### src/rtl/microwave_timer_ctrl.sv
// Cooking-timer control: keypad MM:SS entry, counter load/tick generation, end-of-cook detect, magnetron gating.
// All outputs registered; flags derive from the next state so they line up with the state they belong to.
module microwave_timer_ctrl #(
  parameter int          TICK_DIV  = 100,
  parameter logic [15:0] QUICK_SEC = 16'h0030
) (
  input  logic        clk,
  input  logic        rstn,
  input  logic        key_valid,
  input  logic [3:0]  key_digit,
  input  logic        start,
  input  logic        stop_clear,
  input  logic        door_closed,
  input  logic        zero_su,
  input  logic        zero_st,
  input  logic        zero_mu,
  input  logic        zero_mt,
  output logic [15:0] load_data,
  output logic        loadn,
  output logic        count_en,
  output logic        magnetron_on,
  output logic        done,
  output logic [2:0]  state
);

  localparam int PW = (TICK_DIV > 2) ? $clog2(TICK_DIV) : 1;

  typedef enum logic [2:0] {
    IDLE  = 3'd0,
    ENTRY = 3'd1,
    LOAD  = 3'd2,
    COOK  = 3'd3,
    PAUSE = 3'd4,
    CLEAR = 3'd5,
    DONE  = 3'd6
  } state_t;

  state_t        cur, nxt;
  logic [15:0]   data_nxt;
  logic [PW-1:0] pre, pre_nxt;
  logic          tick_nxt;
  logic          door_q;
  logic          all_zero, key_ok, door_fall;

  assign all_zero  = zero_su & zero_st & zero_mu & zero_mt;
  assign key_ok    = key_valid && (key_digit <= 4'd9);
  assign door_fall = door_q & ~door_closed;
  assign state     = cur;

  always_comb begin
    nxt      = cur;
    data_nxt = load_data;
    pre_nxt  = pre;
    tick_nxt = 1'b0;
    case (cur)
      IDLE: begin
        if (start && door_closed) begin
          data_nxt = QUICK_SEC;
          nxt      = LOAD;
        end else if (key_ok) begin
          data_nxt = {load_data[11:0], key_digit};
          nxt      = ENTRY;
        end
      end
      ENTRY: begin
        if (stop_clear) begin
          data_nxt = '0;
          nxt      = CLEAR;
        end else if (start && door_closed && (load_data != 16'h0000)) begin
          nxt = LOAD;
        end else if (key_ok) begin
          data_nxt = {load_data[11:0], key_digit};
        end
      end
      LOAD: begin
        pre_nxt = '0;
        nxt     = COOK;
      end
      COOK: begin
        // Pause and end-of-cook both swallow a coincident tick so a 00:00 count never wraps.
        if (!door_closed || stop_clear) begin
          nxt = PAUSE;
        end else if (all_zero) begin
          nxt = DONE;
        end else if (pre == PW'(TICK_DIV - 1)) begin
          pre_nxt  = '0;
          tick_nxt = 1'b1;
        end else begin
          pre_nxt = pre + PW'(1);
        end
      end
      PAUSE: begin
        if (stop_clear) begin
          data_nxt = '0;
          nxt      = CLEAR;
        end else if (start && door_closed) begin
          nxt = COOK;
        end
      end
      CLEAR: nxt = IDLE;
      DONE: begin
        if (stop_clear || door_fall) nxt = IDLE;
      end
      default: nxt = IDLE;
    endcase
  end

  always_ff @(posedge clk or negedge rstn) begin
    if (!rstn) begin
      cur          <= IDLE;
      load_data    <= '0;
      pre          <= '0;
      loadn        <= 1'b1;
      count_en     <= 1'b0;
      magnetron_on <= 1'b0;
      done         <= 1'b0;
      door_q       <= 1'b0;
    end else begin
      cur          <= nxt;
      load_data    <= data_nxt;
      pre          <= pre_nxt;
      loadn        <= !((nxt == LOAD) || (nxt == CLEAR));
      count_en     <= tick_nxt;
      magnetron_on <= (nxt == COOK);
      done         <= (nxt == DONE);
      door_q       <= door_closed;
    end
  end

endmodule

### config.mk
export PLATFORM = sky130hd
export DESIGN_NAME = microwave_timer_ctrl
export DESIGN_NICKNAME = d
export VERILOG_FILES = /design/src/rtl/microwave_timer_ctrl.sv
export SDC_FILE = /design/constraint.sdc
export NUM_CORES = 1
export LEC_CHECK = 0
export BUFFER_PORTS_ARGS = -buffer_cell sky130_fd_sc_hd__buf_2
export CAP_MARGIN = 20
export CORE_MARGIN = 1.5
export CORE_UTILIZATION = 40
export DETAILED_ROUTE_END_ITERATION = 8
export PLACE_DENSITY_LB_ADDON = 0.12
export SLEW_MARGIN = 20
export SYNTH_ARGS = -nofsm -noshare
export SYNTH_HDL_FRONTEND = slang
export SYNTH_SLANG_ARGS = --single-unit
### constraint.sdc
create_clock -name clk -period 1.63 [get_ports clk]
set_input_delay 0.326 -clock clk [delete_from_list [all_inputs] [get_ports clk]]
set_output_delay 0.326 -clock clk [all_outputs]
set_load 0.1 [all_outputs]
# ---- Word-level counts from Yosys, hierarchy flattened
# Cells that the tools add are included.
dict set report word_totals {
  out_inout_bits 23
  ff_bits 31
  input_bits 14
}
dict set report classes {
  muxes 24
  eq_ne 14
  n_bitwise 5
  n_lt_le_gt_ge 1
  n_addsub 1
  n_reduce_logical 14
}
# cell n
set op_table {}
lappend op_table {{$mux W16} 5}
lappend op_table {{$pmux W16 S3} 1}
lappend op_table {{$mux W3} 9}
lappend op_table {{$mux W7} 3}
lappend op_table {{$pmux W3 S6} 1}
lappend op_table {{$reduce_bool A16 Y1} 1}
lappend op_table {{$pmux W7 S2} 1}
lappend op_table {{$eq A3 B2 Y1 const B} 4}
lappend op_table {{$eq A3 B3 Y1 const B} 4}
lappend op_table {{$add A7 B1 Y7 const B} 1}
lappend op_table {{$eq A7 B7 Y1 const B} 1}
lappend op_table {{$ne A2 B2 Y1 const B} 3}
lappend op_table {{$reduce_and A3 Y1} 2}
lappend op_table {{$and A1 B1 Y1} 4}
lappend op_table {{$le A4 B4 Y1 const B} 1}
lappend op_table {{$mux W1} 4}
lappend op_table {{$eq A3 B1 Y1 const B} 1}
lappend op_table {{$logic_and A1 B1 Y1} 3}
lappend op_table {{$logic_not A3 Y1} 1}
lappend op_table {{$logic_or A1 B1 Y1} 3}
lappend op_table {{$ne A3 B3 Y1 const B} 1}
lappend op_table {{$reduce_bool A3 Y1} 1}
lappend op_table {{$logic_not A1 Y1} 2}
lappend op_table {{$reduce_bool A2 Y1} 1}
lappend op_table {{$not A1 Y1} 1}

# ---- Logic depth before layout (Yosys ltp)
# Gate-level depths: netlist of the first run.
dict set report depth {
  depth_word 9
  ltp_mapped 7
  depth_no_buf 6
}

# ---- Worst setup path before layout of the first run
# OpenSTA, ideal clock, no wires.
dict set report synth_timing {
  path_type {flip-flop to flip-flop}
  start {register cur[0], in the netlist state[0]}
  end {register load_data[2]}
  arrival_ps 2219
  path_slack_ps -716
  synth_period_minus_slack_ps 2346
  n_path_buf 2
  path_stages_with_launch 7
  setup_ps 128
  path_cell_list {dfrtp_1 -> buf_6 -> or3b_2 -> and4_1 -> o32ai_4 -> buf_6 -> a21oi_1}
}
dict set report synth_via {
  elab_chain_cells 3
}
# item line
set synth_rtl {}
lappend synth_rtl {{start: declaration} 38} ;# state_t cur, nxt;
lappend synth_rtl {{start signal: assignment} 119} ;# cur <= nxt;
lappend synth_rtl {{$eq A3 B1 Y1, or another cell as far along} 55} ;# case (cur)
lappend synth_rtl {{$ne A3 B3 Y1 (no source line), or another cell as far along} -}
lappend synth_rtl {{$reduce_and A3 Y1 (no source line)} -}
lappend synth_rtl {{end signal: assignment} 120} ;# load_data <= data_nxt;
lappend synth_rtl {{end: declaration} 18} ;# output logic [15:0] load_data,
# Parallel ways exist; a longest one is shown, timed or not.
# A chain may end at the register's enable or synchronous reset.

# ---- Worst setup path in the final report of the first run
dict set report layout_timing {
  start {register cur[2], in the netlist state[2]}
  end {register load_data[3]}
}
# The elaborated chain is that of the path after synthesis.

==> flow_summary_export.csv, run 1 <==
group,metric,value,unit
sta,max_freq,0.529,GHz
global_route,grt_pass1_vias,1781,
sta,layout_setup_ws,-0.261,ns
setup_path,cp_cell_sequence,"buf_8, xnor2_4, o22a_1, a2bb2oi_4, o32ai_4, buf_12, a311oi_2",
clock_network,cts_buffers,5,
clock_network,clk_latency,0.29,ns
logic_synthesis,yosysTopAreaCellShare,44.3,%
global_route,grt_use_total,25.2,%
sta,skew,0.00621,ns
setup_path,cp_top_family,"compound AO/OA/AOI/OAI gates",
die,fp.dieH,68.1,microns
drt,drtIter0Drc,133,
setup_path,r2r_slack,-0.26,ns
finish,drive_gt1_share,58.8,%
die,ios,37,
drt,wl_per_cell,16.2,microns
setup_path,start_kind,"flop",
setup_path,critPathKind,"flop to flop",
clock_network,cts_htree_levels,2,
logic_synthesis,ys_seq_elements,31,
sta,finalHoldViolCount,0,
drt,num_vias,1785,
place,place.gp.congestion,0.826,
clock_network,path_clk_slew,0.06,ns
finish,nets,288,
setup_path,critPathMaxFanout,15,
die,start_util,42.0,%
global_route,gr-total-overflow,0,
finish,instances_no_fill,324,
drt,via_per_inst,5.51,
logic_synthesis,netlist_area,0.00169,sq mm
global_route,grt_max_degree,22,
die,row_count,23,
setup_path,cp-startpoint,"state[2]",
run_status,status,"complete, but fails checks",
sta,rsz0062_at_grt,"yes",
place,dp_hpwl,3490,microns
setup_path,r2r-end,"load_data[3]",
clock_network,clk_path_buf_depth,2,
logic_synthesis,ys_types,45,
clock_network,cts_hold_buf,0,
run_status,violations,"negative setup slack",
sta,drv_slew,0,
finish,antenna-diode-count,0,
setup_path,reg2reg_from,"state[2]",
hold_path,hold_class,"primary input to async pin",
sta,finalCritPeriodShare,116,%
sta,final-setup-viol-count,19,
drt,drcViolationCount,0,
sta,min_period,1.89,ns
logic_synthesis,synth.area.top_cells,"dfrtp_1, o21ai_0, a21oi_1",
setup_path,slowest_delay,0.52,ns
logic_synthesis,yosysMostFrequentCell,"dfrtp_1",
logic_synthesis,ys.flop_type,"dfrtp_1",
drt,postRouteAntennaNets,0,
logic_synthesis,seq_area_frac_synth,45.9,%
setup_path,cp-endpoint,"load_data[3]",
global_route,grt_pass1_wl,8590,microns
logic_synthesis,netlist_top_cells_count,"dfrtp_1, o21ai_0, a21oi_1",
die,die_width,68.1,microns
clock_network,clock-root-buffer,"clkbuf_8",
setup_path,crit_cells,7,
die,die_area,0.00463,sq mm
logic_synthesis,async_flop_share,100,%
setup_path,crit_required,1.79,ns
logic_synthesis,synth_edf_count,0,
global_route,antenna_found_initial,0,
sta,worstMarginPinSlew,0.507,ns
run,maxCapViolations,0,
setup_path,worst-path-buf-inv,2,
place,io_buffers,36,
drt,dr.pass1.iters,4,
setup_path,slowest_stage,"dfrtp_4",
logic_synthesis,yosysWarnings,0,
logic_synthesis,syn-num-nets,196,
finish,area_growth,63.3,%
drt,wirelength,5240,microns
logic_synthesis,yosysTopAreaCell,"dfrtp_1",
setup_path,cp_data_arrival_time,2.05,ns
setup_path,endpoint_kind,"flop",
setup_path,r2r_cells,7,
die,core_area,0.00403,sq mm
logic_synthesis,syn-instance-count,181,
sta,slew_headroom,66.2,%
clock_network,cts_tree,"done",
clock_network,clock-sinks,31,
logic_synthesis,postSynthAreaPerCell,9.36,sq um
place,dpl.cell_count,306,
-- state kept, by name, indices dropped and copies added (netlist names) --
name	count
loadn	1
count_en	1
magnetron_on	1
state	3
load_data	16
done	1
pre	7
door_q	1
-- what timing repair did --
action / in CTS / in global routing
pin swaps: 7 / 9
gates resized for setup: 32 / 19
gates cloned: 1 / 0
setup buffers: 7 / 3
endpoints found under the setup margin: 21 / 24
-- metal layers --
| metal | track usage, % | routed length (microns) |
|---|---|---|
| met3 | 6.09 | 245 |
| met1 | 31.7 | 2220 |
| met4 | 9.00 | 72 |
| met5 | 0 | 0 |
| met2 | 42.1 | 2700 |
-- worst min path at each step --
stage	startpoint	end	slack (ns)	cells after the start
final	rstn	door_q	0.007	1
after global routing	rstn	door_q	0.04	1
after CTS	rstn	load_data[4]	0.01	1
after detailed placement	rstn	door_q	0.32	1
after global placement	rstn	state[2]	0.32	1
after floorplan	rstn	count_en	0.03	0
-- layout make-up --
class                      instances  area [sq um]
clock inverter                     1          5.00
clock buffer                       7          76.3
sequential                        31           821
tap                               50          62.6
multi-input combinational        135          1060
timing repair buffer              95           718
fill                             316          1260
inverter                           5          18.8
-- through the flow --
stage | cell area [sq um] | utilization (%) | TNS (ns) | worst slack (ns) | hold slack [ns]
3_5_place_dp | 2370 | 58.9 | -4.45 | -0.302 | 0.321
5_1_grt | 2770 | 68.7 | -5.81 | -0.342 | 0.0443
2_1_floorplan | 1800 | - | -4.88 | -0.301 | 0.0304
3_3_place_gp | 2370 | 58.9 | -4.63 | -0.306 | 0.325
4_1_cts | 2660 | 65.9 | -3.00 | -0.234 | 0.0131
6_report | 2770 | 68.7 | -4.09 | -0.261 | 0.00731
-- layout by cell type (no fill, tap or decap), drive strengths merged, types with 2 or more instances in the layout --
cell / instances
nor2: 10
nor4: 5
and2: 2
o21bai: 2
a21o: 2
nand4: 4
a31o: 2
clkbuf: 7
a21oi: 17
buf: 95
o21ai: 27
nand2b: 3
dfrtp: 30
inv: 5
a2bb2oi: 3
nor2b: 2
and3: 3
nand3b: 3
nand3: 16
nor3b: 2
o31ai: 2
xor2: 2
nand2: 12
-- logic make-up after synthesis --
logic type               synth area share (%)
AND/OR/NAND/NOR                          22.4
XOR/XNOR                                 1.55
flip-flops                               45.9
AO/OA/AOI/OAI                            24.2
buffers and inverters                    5.24
adder cells (fa/ha/maj)                 0.738
Power of run 1 is not shown: default switching activity piles up to over one toggle a cycle in this logic, so the estimate is an artifact.
==> inputs of run 2 (changes only) <==
Settings changed: CORE_UTILIZATION 40 to 30.
==> flow_summary_export.csv, run 2 (synthesis gave the netlist of run 1 again) <==
group,metric,value,unit
global_route,grt_pass1_wl,9050,microns
die,die_area,0.00611,sq mm
place,dpl.cell_count,338,
clock_network,clock-sinks,31,
sta,rsz0062_at_grt,"yes",
finish,drive_gt1_share,67.1,%
pwr,p_leak,1.35,nW
hold_path,min_from,"key_digit[0]",
pwr,peakVddDrop,0.960,mV
die,row_count,27,
global_route,grt_pass1_vias,1813,
hold_path,hold_class,"primary input to flop",
clock_network,clk_latency,0.28,ns
setup_path,worst-path-buf-inv,2,
sta,fin_tns_setup,-5.84,ns
place,place.gp.congestion,0.756,
setup_path,r2r_slack,-0.33,ns
clock_network,cts_buffers,5,
global_route,grt_use_total,19.2,%
setup_path,r2r_cells,7,
sta,finalHoldViolCount,0,
die,die_width,78.1,microns
drt,num_vias,1831,
setup_path,reg2reg_from,"state[2]",
hold_path,hold_depth,3,
drt,via_per_inst,5.07,
sta,final-setup-viol-count,26,
finish,layout_commonest_cell,"buf_4",
finish,antenna-diode-count,0,
die,ios,37,
sta,min_period,1.96,ns
setup_path,slowest_delay,0.54,ns
finish,area_growth,81.0,%
drt,dr.pass1.iters,4,
clock_network,cts_htree_levels,2,
setup_path,endpoint_kind,"flop",
run,maxCapViolations,0,
sta,slew_headroom,65.8,%
finish,largest_register_ffs,16,
setup_path,crit_path_frequent_cell,"buf_6",
setup_path,critPathMaxFanout,7,
sta,layout_setup_ws,-0.330,ns
pwr,power.total,7.03,mW
setup_path,cp_data_arrival_time,2.13,ns
finish,fin_util,56.0,%
sta,worstMarginPinSlew,0.512,ns
setup_path,r2r-end,"load_data[15]",
die,fp.dieH,78.1,microns
clock_network,path_clk_slew,0.07,ns
setup_path,slowest_stage,"dfrtp_4",
drt,postRouteAntennaNets,0,
place,io_buffers,36,
drt,drtIter0Drc,83,
setup_path,start_kind,"flop",
place,dp_hpwl,3660,microns
clock_network,clk_path_buf_depth,2,
finish,top_register,"load_data",
finish,nets,303,
sta,skew,0.00935,ns
global_route,gr-total-overflow,0,
run_status,violations,"negative setup slack",
sta,drv_slew,0,
setup_path,cp_cell_sequence,"buf_6, xnor2_4, o22a_1, a2bb2oi_2, o32ai_4, buf_6, a21oi_2",
die,start_util,31.0,%
setup_path,crit_required,1.80,ns
die,core_area,0.00547,sq mm
setup_path,cp_top_family,"compound AO/OA/AOI/OAI gates",
drt,drcViolationCount,0,
drt,wirelength,5520,microns
drt,wl_per_cell,15.3,microns
finish,layout_common_cells,"buf_4, buf_2, buf_6",
setup_path,critPathKind,"flop to flop",
run_status,status,"complete, but fails checks",
clock_network,cts_tree,"done",
clock_network,clock-root-buffer,"clkbuf_8",
hold_path,min_to,"load_data[0]",
pwr,powerDensity,2290,mW/mm^2
global_route,grt_max_degree,19,
sta,finalCritPeriodShare,120,%
finish,instances_no_fill,361,
global_route,antenna_found_initial,0,
sta,timing.hold.ws,0.309,ns
sta,max_freq,0.510,GHz
run 2: worst max-delay path by stage:
stage                   from            end  slack (ns)  cells past startpoint
2_1_floorplan       state[0]   load_data[2]       -0.30                      7
3_3_place_gp    load_data[8]   load_data[3]       -0.38                      6
3_5_place_dp   load_data[13]   load_data[3]       -0.35                      7
4_1_cts        load_data[13]   load_data[7]       -0.23                      7
5_1_grt             state[2]   load_data[6]       -0.38                      7
6_report            state[2]  load_data[15]       -0.33                      7
run 2: report_power, final:
part           internal (mW)  total [mW]  switching (mW)
clock network          0.341       0.638           0.298
registers               1.07        1.32           0.244
logic                   2.03        5.07            3.04
run 2: cell type report:
cell class	count	area [sq um]
inverter	5	18.8
clock buffer	7	86.3
multi-input combinational	135	1180
clock inverter	1	5.00
fill	507	2410
sequential	31	821
timing repair buffer	110	861
tap	72	90.1
run 2: per-stage QoR:
step                      setup slack [ns]  cell area (sq um)
after global routing                -0.376               3070
final                               -0.330               3070
after global placement              -0.382               2480
after floorplan                     -0.301               1800
after CTS                           -0.227               2880
after detailed placement            -0.352               2480
run 2: timing repair:
item,CTS,global route
endpoints found under the hold margin,13,0
gates cloned,1,0
resized for setup,63,23
buffers inserted,8,8
hold buffers,1,0
endpoints found under the setup margin,26,28
pin swaps,18,13
run 2: routing by layer:
| metal | part of all wire [%] | global-route usage, % |
|---|---|---|
| met5 | 0 | 0 |
| met3 | 3.0 | 4.07 |
| met1 | 46 | 25.5 |
| met4 | 0.80 | 5.71 |
| met2 | 50 | 31.4 |
run 2: tightest hold or removal path: cells and delay by family:
| family | cells | cell delay (ns) |
|---|---|---|
| buf+inv | 1 | 0.10 |
| simple gates | 1 | 0.07 |
| compound gates | 1 | 0.05 |
Note: power is estimated with default switching activity, not from simulation.
==> inputs of run 3 (changes only) <==
Settings changed: ABC_AREA from default to 1.
==> flow_summary_export.csv, run 3 <==
group,metric,value,unit
setup_path,critPathKind,"flop to output pin",
logic_synthesis,yosysMostFrequentCell,"nand2_1",
place,pre_cts_ws,0.0852,ns
place,place.gp.congestion,0.841,
drt,via_per_inst,4.76,
run,maxCapViolations,0,
setup_path,cp-startpoint,"state[0]",
finish,multi_input_area,0.00106,sq mm
finish,largest_register_ffs,16,
drt,dr.pass1.iters,6,
logic_synthesis,yosysTopAreaCellShare,36.9,%
finish,antenna-diode-count,0,
logic_synthesis,ys_types,28,
sta,finalHoldViolCount,0,
pwr,peakVddDrop,1.24,mV
finish,top_register,"load_data",
setup_path,reg2reg_from,"state[2]",
drt,drcViolationCount,2,
logic_synthesis,async_flop_share,100,%
sta,slew_headroom,67.2,%
logic_synthesis,syn-num-nets,315,
finish,drive_gt1_share,28.0,%
sta,skew,0.00456,ns
place,dp_hpwl,4040,microns
logic_synthesis,synth_edf_count,0,
clock_network,cts_buffers,5,
setup_path,critPathMaxFanout,5,
global_route,grt_pass1_wl,9400,microns
die,core_area,0.00646,sq mm
logic_synthesis,synth.area.top_cells,"dfrtp_1, nand2_1, nand3_1",
global_route,grt_max_degree,32,
drt,postRouteAntennaNets,0,
pwr,powerDensity,2200,mW/mm^2
clock_network,clk_latency,0.28,ns
clock_network,cts_htree_levels,2,
clock_network,clk_path_buf_depth,2,
die,start_util,31.5,%
logic_synthesis,netlist_area,0.00203,sq mm
setup_path,r2r_cells,10,
drt,drtIter0Drc,106,
setup_path,r2r_slack,0.13,ns
finish,nets,367,
global_route,gr-total-overflow,0,
die,row_count,29,
logic_synthesis,syn-instance-count,300,
setup_path,endpoint_kind,"output pin",
die,die_area,0.00728,sq mm
clock_network,path_clk_slew,0.07,ns
place,io_buffers,36,
hold_path,hold_class,"primary input to async pin",
finish,fillers,708,
logic_synthesis,yosysTopAreaCell,"dfrtp_1",
sta,rsz0062_at_grt,"no",
sta,worstMarginPinSlew,0.496,ns
die,fp.dieH,85.3,microns
finish,area_growth,25.0,%
setup_path,cp_data_arrival_time,1.22,ns
logic_synthesis,ys_seq_elements,31,
run_status,status,"complete, but fails checks",
clock_network,cts_tree,"done",
clock_network,clock-sinks,31,
global_route,grt_pass1_vias,2037,
logic_synthesis,ys.flop_type,"dfrtp_1",
logic_synthesis,seq_area_frac_synth,38.2,%
die,ios,37,
sta,max_freq,0.649,GHz
die,die_width,85.3,microns
setup_path,crit_required,1.30,ns
clock_network,clock-root-buffer,"clkbuf_8",
drt,wirelength,5510,microns
setup_path,start_kind,"flop",
sta,min_period,1.54,ns
sta,drv_slew,0,
logic_synthesis,yosysWarnings,0,
sta,finalCritPeriodShare,94.6,%
finish,layout_commonest_cell,"nand2_1",
global_route,grt_use_total,16.1,%
setup_path,r2r-end,"load_data[5]",
sta,final-setup-viol-count,0,
global_route,antenna_found_initial,0,
drt,wl_per_cell,12.8,microns
finish,seq_area,806,sq um
drt,num_vias,2046,
logic_synthesis,postSynthAreaPerCell,6.77,sq um
sta,layout_setup_ws,0.0881,ns
finish,layout_common_cells,"nand2_1, buf_2, inv_1",
pwr,p_leak,1.32,nW
logic_synthesis,netlist_top_cells_count,"nand2_1, inv_1, nand3_1",
sta,fin_tns_setup,0,ns
run_status,violations,"design-rule violations",
clock_network,cts_hold_buf,0,
[run 3: changes by cell type after synthesis, sizes merged, moves of 5 or more]
cell,delta
nand3,+16
nor2,+18
a21oi,-10
nand2,+96
nor4,-5
nand4,+10
inv,+33
[run 3: kinds of logic after synthesis]
kind of cell               share of synthesized area [%]
xor gates and xnor gates                           0.862
buffers and inverters                               10.0
DFF                                                 38.2
adders and majority gates                          0.616
and+or+nand+nor                                     40.8
AOI/OAI and AO/OA                                   9.42
[run 3: what timing repair did]
action,4_1_cts,5_1_grt
buffers inserted,0,2
endpoints found under the setup margin,0,12
resized for setup,0,4
[run 3: how the worst max path moves through the flow]
| stage | slack, ns | endpoint |
|---|---|---|
| floorplan | 0.002 | load_data[4] |
| global placement | 0.12 | load_data[10] |
| detailed placement | 0.09 | load_data[13] |
| CTS | 0.07 | load_data[13] |
| global route | 0.005 | load_data[15] |
| finish | 0.09 | state[0] |
[run 3: worst max-delay path: stages, from the launching register on]
cell	delay, ns
dfrtp_2	0.37
buf_4	0.14
buf_2	0.42
[run 3: metal layers]
metal / share of wire (%) / wire length (microns) / GRT usage, % / vias up
li1: - / - / - / 1063
met1: 49 / 2690 / 20.6 / 926
met2: 46 / 2550 / 28.1 / 52
met3: 4.3 / 238 / 2.82 / 5
met4: 0.80 / 44 / 4.40 / 0
met5: 0 / 0 / 0 / -
[run 3: report_power, final]
group	leakage, nW	internal (mW)	switching (mW)
clock network	0.0612	0.495	0.313
logic	0.874	0.807	2.71
registers	0.382	1.05	0.211
[run 3: area by class of cell]
type | count | share of cell area, %
Clock inverter | 2 | 1.38
Multi-Input combinational cell | 223 | 41.8
Timing Repair Buffer | 53 | 12.3
Tap cell | 77 | 3.79
Clock buffer | 6 | 3.25
Inverter | 38 | 5.81
Sequential cell | 31 | 31.7
[run 3: per-stage QoR]
step | power, mW | hold slack (ns) | cells | cell area [sq um] | util [%]
global route | 5.98 | 0.0993 | 430 | 2540 | 39.3
finish | 5.58 | 0.0615 | 430 | 2540 | 39.3
CTS | 5.56 | 0.0719 | 428 | 2510 | 38.8
floorplan | 4.03 | 0.0304 | 300 | 2060 | -
detailed placement | 4.73 | 0.380 | 420 | 2390 | 37.0
global placement | 4.73 | 0.380 | 420 | 2390 | 37.0
